===== config.mk =====
export PLATFORM = sky130hd
export DESIGN_NAME = apb_master_seq
export DESIGN_NICKNAME = d
export VERILOG_FILES = /design/src/rtl/apb_master_seq.sv
export SDC_FILE = /design/constraint.sdc
export NUM_CORES = 1
export LEC_CHECK = 0
export ABC_AREA = 1
export BUFFER_PORTS_ARGS = -buffer_cell sky130_fd_sc_hd__buf_2
export CAP_MARGIN = 20
export CORE_MARGIN = 3
export CORE_UTILIZATION = 50
export CTS_CLUSTER_DIAMETER = 30
export DETAILED_ROUTE_END_ITERATION = 7
export GPL_TIMING_DRIVEN = 0
export PLACE_DENSITY = 0.81
export SYNTH_ARGS = -nofsm -noshare
export SYNTH_HDL_FRONTEND = slang
export SYNTH_SLANG_ARGS = --single-unit
export TNS_END_PERCENT = 5

===== constraint.sdc =====
create_clock -name PCLK -period 3.43 [get_ports PCLK]
set_input_delay 1.029 -clock PCLK [delete_from_list [all_inputs] [get_ports PCLK]]
set_output_delay 1.029 -clock PCLK [all_outputs]
set_load 0.05 [all_outputs]

===== src/rtl/apb_master_seq.sv =====
// APB master sequencer: queues {write, addr, wdata} commands in a FIFO and replays them as APB transfers.
// Define APB_TIMEOUT_EN to build the ACCESS-phase timeout abort (TIMEOUT_CYCLES wait limit).
module apb_master_seq #(
   parameter int CMD_DEPTH      = 4,
   parameter int TIMEOUT_CYCLES = 16
) (
   input  logic       PCLK,
   input  logic       PRESET,
   input  logic       cmd_valid,
   output logic       cmd_ready,
   input  logic       cmd_write,
   input  logic [6:0] cmd_addr,
   input  logic [7:0] cmd_wdata,
   output logic       rsp_valid,
   output logic [7:0] rsp_rdata,
   output logic       rsp_error,
   output logic       PSELx,
   output logic       PENABLE,
   output logic       PWRITE,
   output logic [6:0] PADDR,
   output logic [7:0] PWDATA,
   input  logic       PREADY,
   input  logic [7:0] PRDATA
);
   localparam int AW = $clog2(CMD_DEPTH);
   localparam int EW = 16;

   typedef enum logic [1:0] {IDLE = 2'd0, SETUP = 2'd1, ACCESS = 2'd2} state_t;

   state_t        state_r;
   logic [EW-1:0] fifo_mem_r [CMD_DEPTH];
   logic [AW:0]   wr_ptr_r;
   logic [AW:0]   rd_ptr_r;
   logic          full_s;
   logic          empty_s;
   logic          push_s;
   logic          pop_s;
   logic [EW-1:0] head_s;

   if ((CMD_DEPTH < 2) || (CMD_DEPTH > 16) || ((CMD_DEPTH & (CMD_DEPTH - 1)) != 0) ||
       (TIMEOUT_CYCLES < 1)) begin : g_param_check
      $error("apb_master_seq: CMD_DEPTH must be a power of two in 2..16 and TIMEOUT_CYCLES >= 1");
   end

`ifdef APB_TIMEOUT_EN
   localparam int TW = $clog2(TIMEOUT_CYCLES + 1);
   logic          rsp_error_r;
   logic [TW-1:0] tmo_cnt_r;
   assign rsp_error = rsp_error_r;
`else
   assign rsp_error = 1'b0;
`endif

   // FIFO status from the pointers only, so cmd_ready never depends on cmd_valid
   always_comb begin
      empty_s   = (wr_ptr_r == rd_ptr_r);
      full_s    = (wr_ptr_r[AW] != rd_ptr_r[AW]) && (wr_ptr_r[AW-1:0] == rd_ptr_r[AW-1:0]);
      cmd_ready = !full_s;
      push_s    = cmd_valid && !full_s;
      pop_s     = (state_r == IDLE) && !empty_s;
      head_s    = fifo_mem_r[rd_ptr_r[AW-1:0]];
   end

   // Command storage; contents are don't-care while the pointers say empty
   always_ff @(posedge PCLK) begin
      if (push_s) begin
         fifo_mem_r[wr_ptr_r[AW-1:0]] <= {cmd_write, cmd_addr, cmd_wdata};
      end
   end

   // FIFO pointers carry one extra MSB to tell full from empty
   always_ff @(posedge PCLK) begin
      if (PRESET) begin
         wr_ptr_r <= {(AW+1){1'b0}};
         rd_ptr_r <= {(AW+1){1'b0}};
      end else begin
         if (push_s) begin
            wr_ptr_r <= wr_ptr_r + {{AW{1'b0}}, 1'b1};
         end
         if (pop_s) begin
            rd_ptr_r <= rd_ptr_r + {{AW{1'b0}}, 1'b1};
         end
      end
   end

   // APB transfer sequencer with registered bus and response outputs
   always_ff @(posedge PCLK) begin
      if (PRESET) begin
         state_r   <= IDLE;
         PSELx     <= 1'b0;
         PENABLE   <= 1'b0;
         PWRITE    <= 1'b0;
         PADDR     <= 7'h00;
         PWDATA    <= 8'h00;
         rsp_valid <= 1'b0;
         rsp_rdata <= 8'h00;
`ifdef APB_TIMEOUT_EN
         rsp_error_r <= 1'b0;
         tmo_cnt_r   <= {TW{1'b0}};
`endif
      end else begin
         rsp_valid <= 1'b0;
         case (state_r)
            IDLE: begin
               if (pop_s) begin
                  PWRITE  <= head_s[15];
                  PADDR   <= head_s[14:8];
                  PWDATA  <= head_s[7:0];
                  PSELx   <= 1'b1;
                  PENABLE <= 1'b0;
                  state_r <= SETUP;
               end
            end
            SETUP: begin
               PENABLE <= 1'b1;
               state_r <= ACCESS;
            end
            ACCESS: begin
               if (PREADY) begin
                  PSELx     <= 1'b0;
                  PENABLE   <= 1'b0;
                  rsp_valid <= 1'b1;
                  rsp_rdata <= PWRITE ? 8'h00 : PRDATA;
                  state_r   <= IDLE;
`ifdef APB_TIMEOUT_EN
                  rsp_error_r <= 1'b0;
                  tmo_cnt_r   <= {TW{1'b0}};
               end else if (tmo_cnt_r == TW'(TIMEOUT_CYCLES - 1)) begin
                  // This stalled cycle is the TIMEOUT_CYCLES-th one: abandon the slave
                  PSELx       <= 1'b0;
                  PENABLE     <= 1'b0;
                  rsp_valid   <= 1'b1;
                  rsp_rdata   <= 8'h00;
                  rsp_error_r <= 1'b1;
                  tmo_cnt_r   <= {TW{1'b0}};
                  state_r     <= IDLE;
               end else begin
                  tmo_cnt_r <= tmo_cnt_r + TW'(1);
`endif
               end
            end
            default: begin
               PSELx   <= 1'b0;
               PENABLE <= 1'b0;
               state_r <= IDLE;
            end
         endcase
      end
   end
endmodule


==> flow_summary.ini <==
[routing]
via_per_inst = 4.97
post_drt_wl_per_cell_um = 13.4
first_pass_iters = 6
drt-total-wl_mm = 8.79
drc = 0
via_count = 3250
drt_iter0_markers = 233
drtAntennaViolNets = 0

[yosys]
netlist-cell-type-count = 26
ys.warnings.count = 0
ys_seq_area_share_pct = 60.4
syn_nets = 510
synthesis.instances = 477
synth_mux_area_share_pct = 0
synth_edf_count = 64
synth_top_flop_cell = edfxtp_1
synthSimpleGateAreaFrac_pct = 25.3
synth_top_family_by_area = simple AND/OR/NAND/NOR gates
async_flop_share_pct = 0
synthAdderAreaFrac_pct = 1.44
synth_top_area_cell = edfxtp_1
ys_seq_elements = 99
synthesis.area_um2 = 4340
synth_compound_area_share_pct = 0.461
synth_area_leaders = edfxtp_1, dfxtp_1, nand2_1
syn_area_per_cell_um2 = 9.10
synth_top_area_share_pct = 44.3
yosysMostFrequentCell = nand2_1
synth_xor_area_share_pct = 0.778
synthTopCellsByCount = nand2_1, inv_1, edfxtp_1

[pwr]
power_density_nw_per_um2 = 799
p_leak_nw = 2.47
switching_power_mw = 1.66
comb_power_share_pct = 42.4
power.internal_mw = 2.33
sw_frac_of_total_pct = 41.6
pwr-share-clk_pct = 19.9
finalPower_mw = 3.99
irDropWorstVdd_v = 0.000263
seq_power_share_pct = 37.7

[floorplanning]
die_x_um = 99.2
io_pins = 57
die_area_um2 = 9840
core_area_um2 = 8340
placementRows = 33
die_h_um = 99.2
start_util_pct = 52.1

[cts]
cts-root-buf = clkbuf_8
cts_setup_buffers = 0
cts_tree = yes
ctsResizeCount = 0
hold_buffers = 0
clock_path_buffers = 2
numCtsBuffers = 9
htreeDepth = 3
cts_sinks = 99
worstSkewPairLatency_ps = 360
clkSlewWorstSetupHoldPaths_ps = 90

[final_layout]
syn_to_final_growth_pct = 15.0
nets = 577
final_layout_size_suffix_gt1_share_pct = 20.0
final_core_util_pct = 59.9
antenna_cells = 0

[sta]
period_minus_slack_ps = 2610
tns_ps = 0
hold_viol_final = 0
tightest_slew_ps = 993
layout_worst_path_cycle_share_pct = 76.1
setup_viol = 0
slew_viol_final = 0
final.setup_skew_ps = 11.2
rsz0062_at_grt = no
fmax_mhz = 383
relSlewSlack_pct = 33.8
holdWs_ps = 476

[critical_path]
arrival_ps = 1580
critPathMaxStageDelay_ps = 360
end_kind = output port
cp_cell_sequence = buf_6 > inv_6 > nand2_1 > nand2_2 > nand3_1 > buf_2
path_max_fanout = 10
r2r_end = fifo_mem_r[0][2]$_DFFE_PP_
crit_cells = 6
worstPathRequired_ps = 2400
cp-endpoint = cmd_ready
crit_family = buffers and inverters
crit_path_start = rd_ptr_r[1]$_SDFFE_PP0P_
path_class = reg2out
reg2reg_from = rd_ptr_r[1]$_SDFFE_PP0P_
worst-path-buf-inv = 3
critPathLaunchType = flip-flop
r2r_cells = 7
rrSetupSlack_ps = 1190
slowest_stage = dfxtp_1

[placed_design]
gp_congestion = 0.756
post-dp-hpwl_mm = 6.05
io_buffers = 55

[grt]
antenna_found_initial = 0
grt_start_max_net_pins = 18
grt_usage_pct = 18.8
grt_pass1_wl_mm = 14.6
grt_pass1_vias = 3161
grt-ovfl-total = 0

[hold_path]
hold_class = reg2reg

[run_status]
outcome = finished clean

[job]
max_cap_viol_count = 0
[power groups by stage]
stage | clock network (mW) | registers, mW | logic (mW)
floorplan | 0 | 1.83 | 0.990
global placement | 0 | 1.53 | 1.63
detailed placement | 0 | 1.53 | 1.68
CTS | 0.806 | 1.50 | 1.69
global route | 0.860 | 1.52 | 1.87
finish | 0.795 | 1.50 | 1.69
[stage by stage]
stage | area, um^2 | cells | setup slack (ps)
2_1_floorplan | 4340 | 477 | 1020
3_3_place_gp | 4750 | 637 | 536
4_1_cts | 4990 | 654 | 803
6_report | 4990 | 654 | 821
5_1_grt | 4990 | 654 | 719
3_5_place_dp | 4770 | 638 | 942
[metal layers]
metal / global-route usage, % / wire, um / share of wire [%] / vias up
li1: - / - / - / 1602
met1: 22.5 / 3480 / 40 / 1484
met4: 8.51 / 189 / 2.1 / 0
met3: 4.91 / 720 / 8.2 / 20
met2: 31.7 / 4410 / 50 / 144
met5: 0 / 0 / 0 / -
[flip-flops by register name (all words and copies together), names as in the netlist, 2 cells and up]
| name | count |
|---|---|
| PADDR | 7 |
| PWDATA | 8 |
| fifo_mem_r | 64 |
| rd_ptr_r | 3 |
| rsp_rdata | 8 |
| state_r | 2 |
| wr_ptr_r | 3 |
[kinds of logic (layout without fill, tap and decap cells)]
logic type | count (synthesis) | after routing
compound gates | 4 | 4
xor+xnor | 3 | 3
fa+ha+maj | 5 | 5
buf+inv | 116 | 188
flops | 99 | 99
other cells | 1 | 1
simple gates | 249 | 249
[layout by cell type (no fill, tap or decap), types with 2 or more instances in the layout]
master      n
buf_8       2
inv_1      95
buf_2      64
nand3_2     9
dfxtp_1    35
nand2_2     3
xor2_1      2
a21oi_1     3
edfxtp_1   64
nand3_1    63
nor2_1     43
inv_6       3
ha_1        5
nor2_2      6
clkbuf_1    3
nand2_1   121
buf_6       4
nand3b_1    2
clkbuf_8    9
[worst min path at each step]
stage,slack (ps),startpoint,cells past startpoint,to
floorplan,480,rd_ptr_r[2]$_SDFFE_PP0P_,2,rd_ptr_r[2]$_SDFFE_PP0P_
global placement,450,PSELx$_SDFFE_PP0P_,2,PSELx$_SDFFE_PP0P_
detailed placement,460,PADDR[2]$_SDFFE_PP0P_,2,PADDR[2]$_SDFFE_PP0P_
CTS,480,rsp_rdata[2]$_SDFFE_PP0P_,2,rsp_rdata[2]$_SDFFE_PP0P_
global route,490,rsp_rdata[2]$_SDFFE_PP0P_,2,rsp_rdata[2]$_SDFFE_PP0P_
finish,480,PSELx$_SDFFE_PP0P_,2,PSELx$_SDFFE_PP0P_
[area by class of cell]
cell class	count	area [um^2]
clock buffer	10	149
clock inverter	6	68.8
fill	702	3350
inverter	97	369
tap	105	131
sequential	99	2620
buffer	19	131
timing repair buffer	56	290
multi-input combinational	262	1230
[worst register-to-register path: stages (launching register included)]
cell and delay [ps]:
dfxtp_1 360, buf_6 170, inv_6 60, nand2_1 80, nand2_2 70, nand3_1 190, nand2_2 160, nor2_2 780
Power figures use the tool's default switching activity.
